[src/rtl/seq_detect_p.sv]
// Parametrised serial sequence detector with overlap control,
// registered match flag and saturating match counter.
module seq_detect_p #(
  parameter int           N       = 4,
  parameter logic [N-1:0] PATTERN = 4'b1011,
  parameter bit           OVERLAP = 1'b1,
  parameter int           CW      = 8,
  localparam int          SW      = $clog2(N)
) (
  input  logic          clk,
  input  logic          reset_n,
  input  logic          en,
  input  logic          x,
  input  logic          clr,
  output logic [SW-1:0] PS,
  output logic          z,
  output logic          z_q,
  output logic [CW-1:0] match_cnt
);

  function automatic int pbit(input int i);
    logic [N-1:0] sh;
    sh = PATTERN >> i;
    return int'(sh[0]);
  endfunction

  // Longest suffix of (prefix k followed by b) that is a proper pattern prefix.
  function automatic int nxt(input int k, input int b);
    int best;
    int lim;
    int sb;
    bit ok;
    best = 0;
    lim  = (k + 1 < N - 1) ? k + 1 : N - 1;
    for (int j = 1; j <= lim; j++) begin
      ok = 1'b1;
      for (int t = 0; t < j; t++) begin
        sb = (k + 1 - j + t < k) ? pbit(N - 1 - (k + 1 - j + t)) : b;
        if (sb != pbit(N - 1 - t)) ok = 1'b0;
      end
      if (ok) best = j;
    end
    if (!OVERLAP && k == N - 1 && b == pbit(0)) best = 0;
    return best;
  endfunction

  logic [SW-1:0] tbl [2*N];

  for (genvar k = 0; k < N; k++) begin : g_state
    for (genvar b = 0; b < 2; b++) begin : g_bit
      localparam logic [SW-1:0] NX = SW'(nxt(k, b));
      assign tbl[2*k+b] = NX;
    end
  end

  logic [SW-1:0] ps_nxt;
  logic          hit;

  assign ps_nxt = tbl[{PS, x}];
  assign hit    = (PS == SW'(N - 1)) && (x == PATTERN[0]);
  assign z      = reset_n & en & hit;

  always_ff @(posedge clk) begin
    if (!reset_n) begin
      PS        <= '0;
      z_q       <= 1'b0;
      match_cnt <= '0;
    end else begin
      z_q <= z;
      if (en) PS <= ps_nxt;
      if (clr)
        match_cnt <= '0;
      else if (z && match_cnt != '1)
        match_cnt <= match_cnt + 1'b1;
    end
  end

endmodule

[config.mk]
export PLATFORM = sky130hd
export DESIGN_NAME = seq_detect_p
export DESIGN_NICKNAME = d
export VERILOG_FILES = /design/src/rtl/seq_detect_p.sv
export SDC_FILE = /design/constraint.sdc
export NUM_CORES = 1
export LEC_CHECK = 0
export ABC_AREA = 1
export CORE_UTILIZATION = 44
export CTS_CLUSTER_DIAMETER = 100
export CTS_CLUSTER_SIZE = 12
export DETAILED_ROUTE_END_ITERATION = 12
export PLACE_DENSITY = 0.78
export RECOVER_POWER = 25
export SLEW_MARGIN = 15
export SYNTH_ARGS = -nofsm -noshare
export SYNTH_HDL_FRONTEND = slang
export SYNTH_SLANG_ARGS = --single-unit
[constraint.sdc]
create_clock -name clk -period 1.9 [get_ports clk]
set_clock_uncertainty 0.1 [all_clocks]
set_input_delay 0.57 -clock clk [delete_from_list [all_inputs] [get_ports clk]]
set_output_delay 0.57 -clock clk [all_outputs]
set_load 0.005 [all_outputs]
==> flow_metrics.tcl, run 1 <==
set metrics [dict create \
    routedWlPerCell_um 10.7 \
    fin_crit_ps 1850 \
    drv_slew 0 \
    syn-num-nets 94 \
    fin_cells 129 \
    arrival_ps 1180 \
    fmax_mhz 542 \
    cp-start-kind "input pin" \
    p_per_area_mw_per_mm2 492 \
    via_count 627 \
    final-hold-violation-count 0 \
    io_pins 17 \
    cts_buffers 3 \
    outcome "completed" \
    drive_gt1_frac 0.217 \
    hp-class "flop to flop" \
    ant_nets 0 \
    power.leakage_uw 0.000373 \
    fin_crit_sh 0.972 \
    synth_warnings 0 \
    grtUsageTotal 0.217 \
    initial_core_util 0.503 \
    grt_pass1_wl_um 2190 \
    drc 0 \
    ys_ff_latch 11 \
    synth_cells 87 \
    worstMarginPinSlew_ps 235 \
    path_clk_slew_ps 70 \
    grt_max_degree 11 \
    synth.most_common_cell "nand2_1" \
    detail_route.first_pass.iterations 4 \
    critPathKind "input pin to output port" \
    clk_latency_ps 270 \
    synth_edf_count 0 \
    worstSetupEndpointType "output port" \
    die-area_mm2 0.00151 \
    cts-hold-fix-buffers 0 \
    dp_cells 123 \
    dpl_cell_area_um2 816 \
    syn_area_um2 597 \
    area_growth_pct 43.4 \
    antenna_found_initial 0 \
    yosysSeqAreaShare 0.369 \
    gp_congestion 0.832 \
    port_buffers 16 \
    htreeDepth 1 \
    setup_viol 0 \
    relSlewSlack 0.842 \
    cts_tree "done" \
    ys_types 19 \
    clk_path_buf_depth 2 \
    ys.flop_type "dfxtp_1" \
    fin_nets 123 \
    avgViaCountPerCell 4.86 \
    root_buffer "clkbuf_4" \
    synthTopCellsByCount "nand2_1 (20), nor2_1 (18), inv_1 (13)" \
    crit_path_max_fanout 2 \
    die_w_um 38.8 \
    clkSinkCount 11 \
    overflow 0 \
    fp.coreArea_mm2 0.00119 \
    fin_area_um2 856 \
    place_hpwl_um 1000 \
    grt_pass1_vias 560 \
    drt_iter0_drc 13 \
    ys_top_cells_by_area "dfxtp_1 (37%), nand2_1 (13%), nor2_1 (11%), inv_1 (8.2%), nand3_2 (5.0%)" \
    irDropWorstVdd_mv 0.329 \
    diodes 0 \
    async_reset_ff_frac 0 \
    yosysTopAreaCell "dfxtp_1" \
    required_ps 1230 \
    wl_um 1370 \
    rsz0062_at_grt "false" \
    post-synth-top-area-fraction 0.369 \
    maxCapViolCount 0 \
    die_y_um 38.8 \
    rows 12 \
    synth.avg_cell_area_um2 6.86 \
]
state kept, by name, summed over array words and instances, names as in the netlist:
| signal | count |
|---|---|
| z_q | 1 |
| match_cnt | 8 |
| PS | 2 |
metal layers:
layer | GRT usage | vias to the layer above | part of all wire
li1 | - | 332 | -
met1 | 0.215 | 277 | 0.44
met2 | 0.375 | 14 | 0.49
met3 | 0.116 | 4 | 0.057
met4 | 0.0862 | 0 | 0.020
met5 | 0 | - | 0
through the flow:
stage | utilization | worst slack (ps) | power, µW | setup TNS, ps | hold WS, ps
2_1_floorplan | - | 315 | 249 | 0 | 393
3_3_place_gp | 0.688 | -571 | 272 | -870 | 409
3_5_place_dp | 0.688 | -588 | 273 | -1090 | 424
4_1_cts | 0.715 | 11.7 | 427 | 0 | 435
5_1_grt | 0.722 | 10.5 | 442 | 0 | 426
6_report | 0.722 | 53.8 | 421 | 0 | 397
repair_timing:
item	in CTS	in global routing
buffers inserted	2	0
endpoints found under the setup margin	2	6
pin swaps	2	0
gates resized for setup	9	6
final timing paths:
check | startpoint | slack (ps) | to | cells past startpoint
max | x | 50 | z | 4
min | match_cnt[2] | 400 | match_cnt[2] | 2
max reg2reg | match_cnt[1] | 380 | match_cnt[0] | 8
min reg2reg | match_cnt[2] | 400 | match_cnt[2] | 2
cell type report:
| type | count | area [µm²] |
|---|---|---|
| well taps | 14 | 17.5 |
| inverters | 13 | 48.8 |
| flip-flops and latches | 11 | 228 |
| clock buffers | 4 | 26.3 |
| multi-input cells | 62 | 322 |
| repair buffers | 25 | 214 |
| fillers | 102 | 330 |
placed cells by master (no fill, tap or decap), drive strengths merged:
cell | synthesis | final
nand2 | 21 | 21
nor2 | 20 | 20
inv | 13 | 13
clkdlybuf4s50 | 0 | 11
dfxtp | 11 | 11
buf | 1 | 8
nand3 | 7 | 7
clkbuf | 0 | 6
dlygate4sd2 | 0 | 4
a21oi | 3 | 3
o21ai | 2 | 2
nand4 | 2 | 2
ha | 2 | 2
nor3 | 1 | 1
nand3b | 1 | 1
a31o | 1 | 1
xor2 | 1 | 1
a21boi | 1 | 1
worst max-delay path: stages:
cell and delay (ps):
dlygate4sd2_1 230, nand3_2 120, nor2_4 140, buf_2 120
power by group:
group | internal [µW] | switching, µW | total (µW)
Sequential | 232 | 1.27 | 234
Clock | 81.3 | 74.8 | 156
Combinational | 17.1 | 14.4 | 31.6
Total | 331 | 90.5 | 421
cells by family after synthesis:
group	Yosys count	share of synthesized area
XOR/XNOR	1	0.0147
flip-flops	11	0.369
AND/OR/NAND/NOR	52	0.405
adder cells (fa/ha/maj)	2	0.0419
AO/OA/AOI/OAI	7	0.0692
buffers and inverters	14	0.101
Power figures use the tool's default switching activity.
==> run 2, diff against run 1 <==
--- a/config.mk
+++ b/config.mk
@@ -12,6 +12,7 @@
 export DETAILED_ROUTE_END_ITERATION = 12
 export PLACE_DENSITY = 0.78
 export RECOVER_POWER = 25
+export SETUP_SLACK_MARGIN = 0.5
 export SLEW_MARGIN = 15
 export SYNTH_ARGS = -nofsm -noshare
 export SYNTH_HDL_FRONTEND = slang
==> flow_metrics.tcl, run 2 (same netlist as run 1, synthesis figures left out) <==
set metrics [dict create \
    pre_cts_slack_ps -642 \
    ff_latch_area_um2 236 \
    fin_cells 140 \
    die-area_mm2 0.00151 \
    fin_crit_ps 1710 \
    routedWlPerCell_um 12.3 \
    arrival_ps 1820 \
    root_buffer "clkbuf_4" \
    final-hold-violation-count 0 \
    drt_iter0_drc 21 \
    dpl_cell_area_um2 808 \
    cts_buffers 3 \
    fin_crit_sh 0.898 \
    drc 0 \
    die_y_um 38.8 \
    worst_slack_ps 195 \
    crit_buf_inv 2 \
    fin_nets 134 \
    slowest_delay_ps 530 \
    die_w_um 38.8 \
    p_per_area_mw_per_mm2 446 \
    via_count 721 \
    largest_register "match_cnt" \
    cts_tree "done" \
    ant_nets 0 \
    power.leakage_uw 0.000479 \
    dp_cells 120 \
    fp.coreArea_mm2 0.00119 \
    grt_max_degree 11 \
    rows 12 \
    grtUsageTotal 0.242 \
    port_buffers 16 \
    setup_viol 0 \
    crit_top_cell "nor2_1" \
    finalHoldWorstSlack_ps 410 \
    nFillCells 78 \
    area_growth_pct 63.3 \
    relSlewSlack 0.731 \
    rsz0062_at_grt "true" \
    antenna_found_initial 0 \
    wl_um 1730 \
    gp_congestion 0.858 \
    layout_common_cells "nand2_1 (18), nor2_1 (18), buf_4 (16), inv_1 (11), buf_6 (9)" \
    critPathKind "input pin to flop" \
    clkSinkCount 11 \
    htreeDepth 1 \
    path_clk_slew_ps 70 \
    crit_chain "dlygate4sd3_1 -> nor2_1 -> clkbuf_1 -> o21ai_0 -> nor2_1" \
    grt_pass1_wl_um 2410 \
    overflow 0 \
    clk_latency_ps 280 \
    crit_slowest_cell "dlygate4sd3_1" \
    maxCapViolCount 0 \
    irDropWorstVdd_mv 0.339 \
    avgViaCountPerCell 5.15 \
    diodes 0 \
    drive_gt1_frac 0.460 \
    hp-class "flop to flop" \
    initial_core_util 0.503 \
    path_delay_family "buffers and inverters" \
    reg_top3 "match_cnt: 8 flops, PS: 2 flops, z_q: 1 flops" \
    crit_path_max_fanout 8 \
    drv_slew 0 \
    place_hpwl_um 946 \
    outcome "completed" \
    setup_tns_ps 0 \
    detail_route.first_pass.iterations 4 \
    grt_pass1_vias 597 \
    cp-start-kind "input pin" \
    largest_reg_flops 8 \
    multi_input_area_um2 367 \
    io_pins 17 \
    fin_area_um2 975 \
    clk_path_buf_depth 2 \
    worstSetupEndpointType "flop" \
    worstMarginPinSlew_ps 404 \
    fmax_mhz 586 \
    required_ps 2020 \
]
-- run 2: stage by stage --
stage | total power [µW] | utilization
finish | 435 | 0.822
global route | 450 | 0.822
CTS | 432 | 0.757
detailed placement | 271 | 0.681
global placement | 270 | 0.681
floorplan | 250 | -
-- run 2: power breakdown --
part	internal, µW	switching, µW	leakage, µW	total (µW)
Sequential	230	2.06	0.0000939	232
Combinational	18.6	17.9	0.000370	36.6
Clock	81.6	84.9	0.0000150	166
Total	330	105	0.000479	435
-- run 2: final cells by class --
class / count / area share
Timing Repair Buffer: 36 / 0.286
Clock buffer: 4 / 0.0270
Tap cell: 14 / 0.0180
Sequential cell: 11 / 0.243
Inverter: 13 / 0.0501
Multi-Input combinational cell: 62 / 0.376
-- run 2: timing repair --
item	4_1_cts	5_1_grt
setup buffers	12	4
endpoints found under the setup margin	21	18
endpoints found under the hold margin	0	0
pin swaps	3	6
resized for setup	78	12
hold buffers	0	0
-- run 2: tightest hold or removal path: stages (launching register included) --
cell and delay (ps):
dfxtp_4 360, nand2_1 60, a21oi_1 50
-- run 2: path summary, 6_finish.rpt --
path	start	end	slack (ps)	depth (start not counted)
setup / recovery	clr	match_cnt[1]	190	5
hold reg to reg	PS[0]	PS[0]	410	2
hold / removal	PS[0]	PS[0]	410	2
setup reg to reg	match_cnt[0]	match_cnt[1]	530	8
-- run 2: metal layers --
metal	vias up	part of all wire	global-route usage
met5	-	0	0
met4	0	0.019	0.103
met3	6	0.052	0.104
met2	29	0.51	0.392
met1	336	0.42	0.272
li1	350	-	-
==> run 3, diff against run 2 <==
--- a/config.mk
+++ b/config.mk
@@ -13,7 +13,6 @@
 export PLACE_DENSITY = 0.78
 export RECOVER_POWER = 25
 export SETUP_SLACK_MARGIN = 0.5
-export SLEW_MARGIN = 15
 export SYNTH_ARGS = -nofsm -noshare
 export SYNTH_HDL_FRONTEND = slang
 export SYNTH_SLANG_ARGS = --single-unit
==> constraint.sdc (replaced) <==
create_clock -name clk -period 1.7 [get_ports clk]
set_clock_uncertainty 0.1 [all_clocks]
set_input_delay 0.51 -clock clk [delete_from_list [all_inputs] [get_ports clk]]
set_output_delay 0.51 -clock clk [all_outputs]
set_load 0.005 [all_outputs]
==> flow_metrics.tcl, run 3 (same netlist as run 1, synthesis figures left out) <==
set metrics [dict create \
    overflow 0 \
    crit_path_max_fanout 2 \
    initial_core_util 0.503 \
    worst_slack_ps 47.0 \
    hp-class "input pin to flop" \
    grt_max_degree 11 \
    power.leakage_uw 0.000516 \
    layout_common_cells "nand2_1 (16), buf_4 (16), buf_6 (15), nor2_1 (14), inv_1 (9)" \
    clk_path_buf_depth 2 \
    final-hold-violation-count 0 \
    required_ps 1090 \
    fp.coreArea_mm2 0.00119 \
    post-route-util 0.928 \
    cts_tree "done" \
    rsz0062_at_grt "true" \
    arrival_ps 1040 \
    irDropWorstVdd_mv 0.599 \
    rows 12 \
    fmax_mhz 605 \
    drive_gt1_frac 0.583 \
    drv_slew 0 \
    grtUsageTotal 0.289 \
    worstMarginPinSlew_ps 238 \
    routedWlPerCell_um 22.3 \
    fin_cells 146 \
    root_buffer "clkbuf_4" \
    relSlewSlack 0.841 \
    avgViaCountPerCell 6.32 \
    largest_register "match_cnt" \
    dp_cells 123 \
    maxCapViolCount 0 \
    worstSetupEndpointType "output port" \
    die_w_um 38.8 \
    die_y_um 38.8 \
    cp-start-kind "flop" \
    fin_crit_ps 1650 \
    p_per_area_mw_per_mm2 463 \
    place_hpwl_um 1000 \
    ant_nets 0 \
    detail_route.first_pass.iterations 6 \
    clk_latency_ps 280 \
    wl_um 3250 \
    area_growth_pct 84.5 \
    drt_iter0_drc 55 \
    fin_nets 140 \
    fin_crit_sh 0.972 \
    critPathKind "flop to output port" \
    setup_viol 0 \
    grt_pass1_wl_um 2820 \
    io_pins 17 \
    reg_top3 "match_cnt: 8 flops, PS: 2 flops, z_q: 1 flops" \
    diodes 0 \
    outcome "completed" \
    via_count 923 \
    pre_cts_slack_ps -702 \
    drc 0 \
    finalHoldWorstSlack_ps 462 \
    htreeDepth 1 \
    gp_congestion 0.777 \
    cts_buffers 3 \
    grt_pass1_vias 646 \
    path_clk_slew_ps 70 \
    port_buffers 16 \
    die-area_mm2 0.00151 \
    antenna_found_initial 0 \
    clkSinkCount 11 \
    largest_reg_flops 8 \
]
==> run 3: cell count changes in the layout (fill, tap and decap cells not counted), moves of 3 or more <==
cell | previous run | this run
buf_6 | 9 | 15
nand2_2 | 0 | 3
nor2_1 | 18 | 14
nor2_2 | 0 | 4
==> run 3: area by class of cell <==
cell class	count	area, µm²
fill	49	85.1
inverter	13	53.8
clock buffer	4	26.3
timing repair buffer	42	350
tap	14	17.5
sequential	11	233
multi-input combinational	62	420
==> run 3: routing by layer <==
metal	wire length [µm]	global-route usage	up-vias
li1	-	-	364
met1	1110	0.330	416
met2	1410	0.488	104
met3	424	0.104	39
met4	310	0.103	0
met5	0	0	-
==> run 3: what timing repair did <==
action,CTS,global route
endpoints found under the setup margin,22,21
hold buffers,0,0
gates resized for setup,92,17
buffers inserted,17,2
endpoints found under the hold margin,0,0
pin swaps,12,10
==> run 3: final timing paths <==
| kind | from | to | slack (ps) | depth (start not counted) |
|---|---|---|---|---|
| setup / recovery | PS[0] | z | 50 | 4 |
| hold / removal | x | PS[0] | 460 | 3 |
| setup reg to reg | match_cnt[5] | match_cnt[1] | 110 | 8 |
| hold reg to reg | PS[1] | z_q | 540 | 3 |
==> run 3: metrics by stage <==
stage / instance area [µm²] / total power (µW) / TNS (ps)
floorplan: 622 / 280 / 0
global placement: 841 / 304 / -2410
detailed placement: 841 / 305 / -2690
CTS: 1020 / 497 / 0
global route: 1100 / 522 / 0
finish: 1100 / 509 / 0
==> run 3: report_power, final <==
group | switching, µW | internal (µW) | leakage (µW)
clock network | 101 | 91.2 | 0.0000150
registers | 1.93 | 258 | 0.0000930
logic | 28.3 | 28.8 | 0.000408
==> run 3: worst max-delay path: stages (launching register included) <==
cell and delay, ps:
dfxtp_2 350, buf_6 100, nand3_4 80, nor2_4 110
buf_6 120
